[config.mk]
export PLATFORM = sky130hd
export DESIGN_NAME = conv_layer_sequencer
export DESIGN_NICKNAME = d
export VERILOG_FILES = /design/src/rtl/conv_layer_sequencer_pkg.sv /design/src/rtl/layer_tile_counter.sv /design/src/rtl/conv_layer_sequencer.sv
export SDC_FILE = /design/constraint.sdc
export NUM_CORES = 1
export LEC_CHECK = 0
export ABC_CLOCK_PERIOD_IN_PS = 3700
export BUFFER_PORTS_ARGS = -buffer_cell sky130_fd_sc_hd__buf_2
export CAP_MARGIN = 10
export CORE_UTILIZATION = 56
export DETAILED_ROUTE_END_ITERATION = 6
export PLACE_DENSITY = 0.88
export RECOVER_POWER = 100
export SYNTH_ARGS = -nofsm -noshare
export SYNTH_HDL_FRONTEND = slang
export SYNTH_SLANG_ARGS = --single-unit
[constraint.sdc]
create_clock -name clk -period 3.7 [get_ports clk]
set_clock_uncertainty 0.1 [all_clocks]
set_input_delay 0.74 -clock clk [delete_from_list [all_inputs] [get_ports clk]]
set_output_delay 0.74 -clock clk [all_outputs]
set_load 0.1 [all_outputs]
[src/rtl/conv_layer_sequencer_pkg.sv]
// Shared definitions for the convolution layer sequencer and the conv unit controller.
// The state encodings live here so both sides decode current_state identically.
package conv_layer_sequencer_pkg;

    localparam int unsigned STATE_W = 3;

    localparam logic [STATE_W-1:0] ST_INIT = 3'b000;
    localparam logic [STATE_W-1:0] ST_A    = 3'b001;
    localparam logic [STATE_W-1:0] ST_B    = 3'b010;
    localparam logic [STATE_W-1:0] ST_C    = 3'b011;

endpackage

[src/rtl/layer_tile_counter.sv]
// Per-layer output tile counter: loads on layer entry, counts tile_done strobes,
// and flags when the selected layer count has been reached.
module layer_tile_counter #(
    parameter int unsigned W = 16
) (
    input  logic         clk,
    input  logic         rstn,
    input  logic         i_clr,
    input  logic         i_load,
    input  logic [W-1:0] i_load_cnt,
    input  logic         i_inc,
    input  logic [W-1:0] i_cmp_cnt,
    output logic [W-1:0] o_tile_idx,
    output logic         o_reached,
    output logic         o_last_c
);

    logic [W-1:0] r_idx;
    logic         r_reached;
    logic [W-1:0] w_idx_inc;

    // Increments are only issued while r_idx < i_cmp_cnt, so r_idx + 1 never wraps.
    assign w_idx_inc = r_idx + W'(1);
    assign o_last_c  = (w_idx_inc == i_cmp_cnt);

    always_ff @(posedge clk or negedge rstn) begin
        if (!rstn) begin
            r_idx     <= '0;
            r_reached <= 1'b0;
        end else if (i_clr) begin
            r_idx     <= '0;
            r_reached <= 1'b0;
        end else if (i_load) begin
            r_idx     <= '0;
            r_reached <= (i_load_cnt == '0);
        end else if (i_inc) begin
            r_idx     <= w_idx_inc;
            r_reached <= o_last_c;
        end
    end

    assign o_tile_idx = r_idx;
    assign o_reached  = r_reached;

endmodule

[src/rtl/conv_layer_sequencer.sv]
// Layer sequencer: drives current_state INIT -> A -> B -> C -> INIT for one inference
// pass, counting output tiles per layer and advancing on the controller's state_rst.
module conv_layer_sequencer
    import conv_layer_sequencer_pkg::*;
#(
    parameter int unsigned TILE_CNT_WIDTH = 16,
    parameter int unsigned STATE_WIDTH    = 3
) (
    input  logic                      clk,
    input  logic                      rstn,
    input  logic                      start,
    input  logic [TILE_CNT_WIDTH-1:0] cfg_tiles_a,
    input  logic [TILE_CNT_WIDTH-1:0] cfg_tiles_b,
    input  logic [TILE_CNT_WIDTH-1:0] cfg_tiles_c,
    input  logic                      tile_done,
    input  logic                      state_rst,
    output logic [STATE_WIDTH-1:0]    current_state,
    output logic                      layer_start,
    output logic [TILE_CNT_WIDTH-1:0] tile_idx,
    output logic                      draining,
    output logic                      busy,
    output logic                      done,
    output logic                      err
);

    logic [STATE_W-1:0]        r_state;
    logic [TILE_CNT_WIDTH-1:0] r_cfg_a;
    logic [TILE_CNT_WIDTH-1:0] r_cfg_b;
    logic [TILE_CNT_WIDTH-1:0] r_cfg_c;
    logic                      r_layer_start;
    logic                      r_done;
    logic                      r_err;
    logic                      r_busy;

    logic [STATE_W-1:0]        w_state_nxt;
    logic                      w_layer_start_nxt;
    logic                      w_done_nxt;
    logic                      w_err_nxt;
    logic [TILE_CNT_WIDTH-1:0] w_cmp_cnt;
    logic [TILE_CNT_WIDTH-1:0] w_load_cnt;
    logic                      w_in_layer;
    logic                      w_start_ok;
    logic                      w_tile_ok;
    logic                      w_final;
    logic                      w_adv;
    logic                      w_err_set;
    logic [TILE_CNT_WIDTH-1:0] w_tile_idx;
    logic                      w_reached;
    logic                      w_last;

    // Count of the layer in progress, and of the layer about to be entered.
    always_comb begin
        w_cmp_cnt  = r_cfg_a;
        w_load_cnt = cfg_tiles_a;
        case (r_state)
            ST_A: begin
                w_cmp_cnt  = r_cfg_a;
                w_load_cnt = r_cfg_b;
            end
            ST_B: begin
                w_cmp_cnt  = r_cfg_b;
                w_load_cnt = r_cfg_c;
            end
            ST_C: begin
                w_cmp_cnt  = r_cfg_c;
                w_load_cnt = '0;
            end
            default: begin
                w_cmp_cnt  = r_cfg_a;
                w_load_cnt = cfg_tiles_a;
            end
        endcase
    end

    assign w_in_layer = (r_state == ST_A) || (r_state == ST_B) || (r_state == ST_C);
    assign w_start_ok = (r_state == ST_INIT) && start;
    assign w_tile_ok  = w_in_layer && tile_done && !w_reached;
    // A final tile arriving with state_rst lets the layer advance in the same cycle.
    assign w_final    = w_tile_ok && w_last;
    assign w_adv      = w_in_layer && state_rst && (w_reached || w_final);
    assign w_err_set  = (state_rst && !w_adv) || (tile_done && !w_tile_ok);

    always_ff @(posedge clk or negedge rstn) begin
        if (!rstn) begin
            r_state <= ST_INIT;
        end else begin
            r_state <= w_state_nxt;
        end
    end

    always_comb begin
        w_state_nxt       = r_state;
        w_layer_start_nxt = 1'b0;
        w_done_nxt        = 1'b0;
        w_err_nxt         = r_err;
        case (r_state)
            ST_INIT: begin
                if (start) begin
                    w_state_nxt       = ST_A;
                    w_layer_start_nxt = 1'b1;
                end
            end
            ST_A: begin
                if (w_adv) begin
                    w_state_nxt       = ST_B;
                    w_layer_start_nxt = 1'b1;
                end
            end
            ST_B: begin
                if (w_adv) begin
                    w_state_nxt       = ST_C;
                    w_layer_start_nxt = 1'b1;
                end
            end
            ST_C: begin
                if (w_adv) begin
                    w_state_nxt = ST_INIT;
                    w_done_nxt  = 1'b1;
                end
            end
            default: w_state_nxt = ST_INIT;
        endcase
        if (w_start_ok) begin
            w_err_nxt = 1'b0;
        end
        if (w_err_set) begin
            w_err_nxt = 1'b1;
        end
    end

    // Config latches are sampled only when a start is accepted.
    always_ff @(posedge clk or negedge rstn) begin
        if (!rstn) begin
            r_cfg_a       <= '0;
            r_cfg_b       <= '0;
            r_cfg_c       <= '0;
            r_layer_start <= 1'b0;
            r_done        <= 1'b0;
            r_err         <= 1'b0;
            r_busy        <= 1'b0;
        end else begin
            if (w_start_ok) begin
                r_cfg_a <= cfg_tiles_a;
                r_cfg_b <= cfg_tiles_b;
                r_cfg_c <= cfg_tiles_c;
            end
            r_layer_start <= w_layer_start_nxt;
            r_done        <= w_done_nxt;
            r_err         <= w_err_nxt;
            r_busy        <= (w_state_nxt != ST_INIT);
        end
    end

    layer_tile_counter #(
        .W (TILE_CNT_WIDTH)
    ) u_tile_cnt (
        .clk        (clk),
        .rstn       (rstn),
        .i_clr      (w_done_nxt),
        .i_load     (w_layer_start_nxt),
        .i_load_cnt (w_load_cnt),
        .i_inc      (w_tile_ok),
        .i_cmp_cnt  (w_cmp_cnt),
        .o_tile_idx (w_tile_idx),
        .o_reached  (w_reached),
        .o_last_c   (w_last)
    );

    assign current_state = STATE_WIDTH'(r_state);
    assign layer_start   = r_layer_start;
    assign tile_idx      = w_tile_idx;
    assign draining      = w_reached;
    assign busy          = r_busy;
    assign done          = r_done;
    assign err           = r_err;

endmodule
==> impl_metrics.env <==
export IMPL_clock_path_buffers=2
export IMPL_detail_route_wl_per_cell_um=18.8
export IMPL_grt_pass1_vias=3417
export IMPL_drtAntennaViolNets=0
export IMPL_hp_class="flip-flop to flip-flop"
export IMPL_finalMaxSlewViolations=33
export IMPL_pre_cts_ws_ps=388
export IMPL_max_stage_delay_ps=540
export IMPL_gp_congestion=0.910
export IMPL_cts_setup_buffers=0
export IMPL_syn_area_um2=4070
export IMPL_final_common_cell="dfrtp_1"
export IMPL_dr_pass1_iters=5
export IMPL_p_leak_nw=1.93
export IMPL_power_switching_uw=877
export IMPL_yosys_area_top_type="dfrtp_1"
export IMPL_fin_crit_ps=3420
export IMPL_rsz0062_at_grt="no"
export IMPL_failed_checks="max-capacitance violations, max-slew violations"
export IMPL_tritoncts="done"
export IMPL_io_buffer_count=76
export IMPL_syn_num_nets=432
export IMPL_finalSetupViolCount=0
export IMPL_final_cell_mix="dfrtp_1 (70), mux2_2 (58), buf_2 (51), clkbuf_1 (27), nand3_1 (20)"
export IMPL_synth_lib_cells_used_distinct=56
export IMPL_cp_required_ps=3860
export IMPL_dieHeight_um=87.3
export IMPL_synth_edf_count=0
export IMPL_grt_max_degree=46
export IMPL_antenna_cells=0
export IMPL_yosys_warnings=0
export IMPL_path_cells="ha_1 > nand3_1 > nor2_1 > xnor3_1 > a2111o_1 > nor4_4 > nand3_1 > or4b_1 > a31oi_1"
export IMPL_dieArea_um2=7620
export IMPL_avgViaCountPerCell=6.30
export IMPL_worst_pin_slew_ps=1680
export IMPL_drt_iter0_drc=322
export IMPL_clk_latency_ps=350
export IMPL_synth_area_leaders="dfrtp_1 (44%), mux2_2 (16%), mux2i_1 (4.7%)"
export IMPL_p_sw_frac=0.347
export IMPL_clock_root_buffer="clkbuf_8"
export IMPL_maxCapViolations=1
export IMPL_synth_ff_type="dfrtp_1"
export IMPL_grt_pass1_wl_mm=16.8
export IMPL_gr_total_overflow=0
export IMPL_nets=513
export IMPL_drive_above_1_share=0.311
export IMPL_power_internal_mw=1.65
export IMPL_synth_top_area_share=0.442
export IMPL_ys_seq_elements=72
export IMPL_drc_errors=0
export IMPL_cts_made_buffers=9
export IMPL_ir_drop_uv=331
export IMPL_post_route_period_util=0.924
export IMPL_crit_path_start_kind="flip-flop"
export IMPL_synthCells=378
export IMPL_cts_max_level=3
export IMPL_slew_headroom=-0.119
export IMPL_dp_hpwl_mm=7.70
export IMPL_pin_count=77
export IMPL_fmax_mhz=292
export IMPL_holdBufCountCts=0
export IMPL_start_util=0.590
export IMPL_area_delta_synth_final_pct=16.7
export IMPL_setup_ws_ps=281
export IMPL_path_max_fanout=10
export IMPL_status="finished with violations"
export IMPL_cts_sinks=72
export IMPL_fillers=555
export IMPL_vias=3523
export IMPL_p_seq_frac=0.431
export IMPL_rows=30
export IMPL_comb_power_share=0.295
export IMPL_syn_avg_cell_area_um2=10.8
export IMPL_antenna_found_initial=0
export IMPL_clkPwrFrac=0.274
export IMPL_cp_arrival_ps=3580
export IMPL_wl_mm=10.5
export IMPL_cts_resized=0
export IMPL_finalHoldViolations=0
export IMPL_cp_slowest_cell="or4b_1"
export IMPL_critical_path_class="flip-flop to flip-flop"
export IMPL_cts_reportedPaths_clkPinSlew_ps=80
export IMPL_end_kind="flip-flop"
export IMPL_setup_tns_ps=0
export IMPL_die_x_um=87.3
export IMPL_p_per_area_nw_per_um2=531
export IMPL_async_flop_share=1.00
export IMPL_fp_coreArea_um2=6910
export IMPL_track_usage=0.295
export IMPL_cpMostUsedCell="nand3_1"
export IMPL_synth_seq_area_share=0.442
cell families (layout without fill, tap and decap cells):
kind of cell             Yosys count  count (layout)  synth area share
adder cells (fa/ha/maj)            1               1           0.00307
AO/OA/AOI/OAI                     58              58            0.0943
multiplexers                      80              80             0.219
flip-flops                        72              72             0.442
AND/OR/NAND/NOR                  124             124             0.177
other                              1               1          0.000920
XOR/XNOR                          16              16            0.0378
buffers and inverters             26             111            0.0261
cell usage after synthesis, drive strengths merged, types with 2 or more instances:
| library cell | instances |
|---|---|
| a21boi | 3 |
| a221oi | 2 |
| a21o | 4 |
| mux2i | 20 |
| or4 | 3 |
| o311ai | 2 |
| mux2 | 60 |
| or3b | 3 |
| nor2 | 13 |
| or3 | 4 |
| a21oi | 14 |
| and3 | 4 |
| nand3b | 4 |
| nor4b | 2 |
| nor4 | 18 |
| a31oi | 2 |
| nand2 | 19 |
| xor2 | 3 |
| nand2b | 7 |
| a221o | 2 |
| buf | 7 |
| inv | 9 |
| a22o | 2 |
| o21ai | 16 |
| clkbuf | 10 |
| a211oi | 2 |
| xnor2 | 12 |
| dfrtp | 72 |
| nand4 | 5 |
| o31ai | 2 |
| nor3 | 7 |
| nor2b | 7 |
| nand3 | 20 |
worst max-delay path: cells and delay by family (launching register included):
kind            cells  cell delay (ps)
simple gates        5             1730
compound gates      2              560
fa+ha+maj           1              220
flops               1              440
xor+xnor            1              280
worst paths after layout:
kind | start | slack, ps | cells after the start | end
max | u_tile_cnt.o_tile_idx[0]$_DFFE_PN0P_ | 280 | 9 | current_state[0]$_DFF_PN0_
min | r_cfg_a[15]$_DFFE_PN0P_ | 410 | 1 | r_cfg_a[15]$_DFFE_PN0P_
max reg2reg | u_tile_cnt.o_tile_idx[0]$_DFFE_PN0P_ | 280 | 9 | current_state[0]$_DFF_PN0_
min reg2reg | r_cfg_a[15]$_DFFE_PN0P_ | 410 | 1 | r_cfg_a[15]$_DFFE_PN0P_
max in group asynchronous | rstn | 900 | 2 | u_tile_cnt.o_tile_idx[1]$_DFFE_PN0P_
min in group asynchronous | rstn | 710 | 1 | r_cfg_c[12]$_DFFE_PN0P_
registers in the layout (all words and copies together) (netlist names):
signal	count
r_cfg_c	16
current_state	3
busy	1
r_cfg_a	16
err	1
r_cfg_b	16
layer_start	1
u_tile_cnt.o_reached	1
u_tile_cnt.o_tile_idx	16
done	1
power by group through the flow:
stage	Sequential [mW]	Clock, mW	Combinational, mW
after floorplan	1.18	0	0.447
after global placement	1.08	0	0.725
after detailed placement	1.10	0	0.747
after CTS	1.08	0.699	0.754
after global routing	1.11	0.737	0.797
final	1.09	0.691	0.745
metrics by stage:
step | util | cells | power, mW | hold WS [ps] | instance area, um2
2_1_floorplan | - | 378 | 1.63 | 344 | 4080
3_3_place_gp | 0.667 | 544 | 1.81 | 389 | 4610
3_5_place_dp | 0.667 | 544 | 1.85 | 398 | 4610
4_1_cts | 0.698 | 559 | 2.54 | 366 | 4820
5_1_grt | 0.688 | 559 | 2.64 | 437 | 4750
6_report | 0.688 | 559 | 2.52 | 415 | 4750
area by class of cell:
type                       count  area, um2  area share
clock inverter                 6       92.6      0.0195
clock buffer                   9        124      0.0261
timing repair buffer          87        419      0.0882
inverter                       9       33.8     0.00711
multi-input combinational    280       2160       0.454
sequential                    72       1800       0.379
tap                           96        120      0.0253
per-layer routing:
layer	global-route usage	share of wire	vias to the layer above
met3	0.0512	0.071	32
met5	0	0	-
met2	0.480	0.48	191
met4	0.127	0.029	0
li1	-	-	1573
met1	0.387	0.42	1727
(Power assumes the default switching activity.)
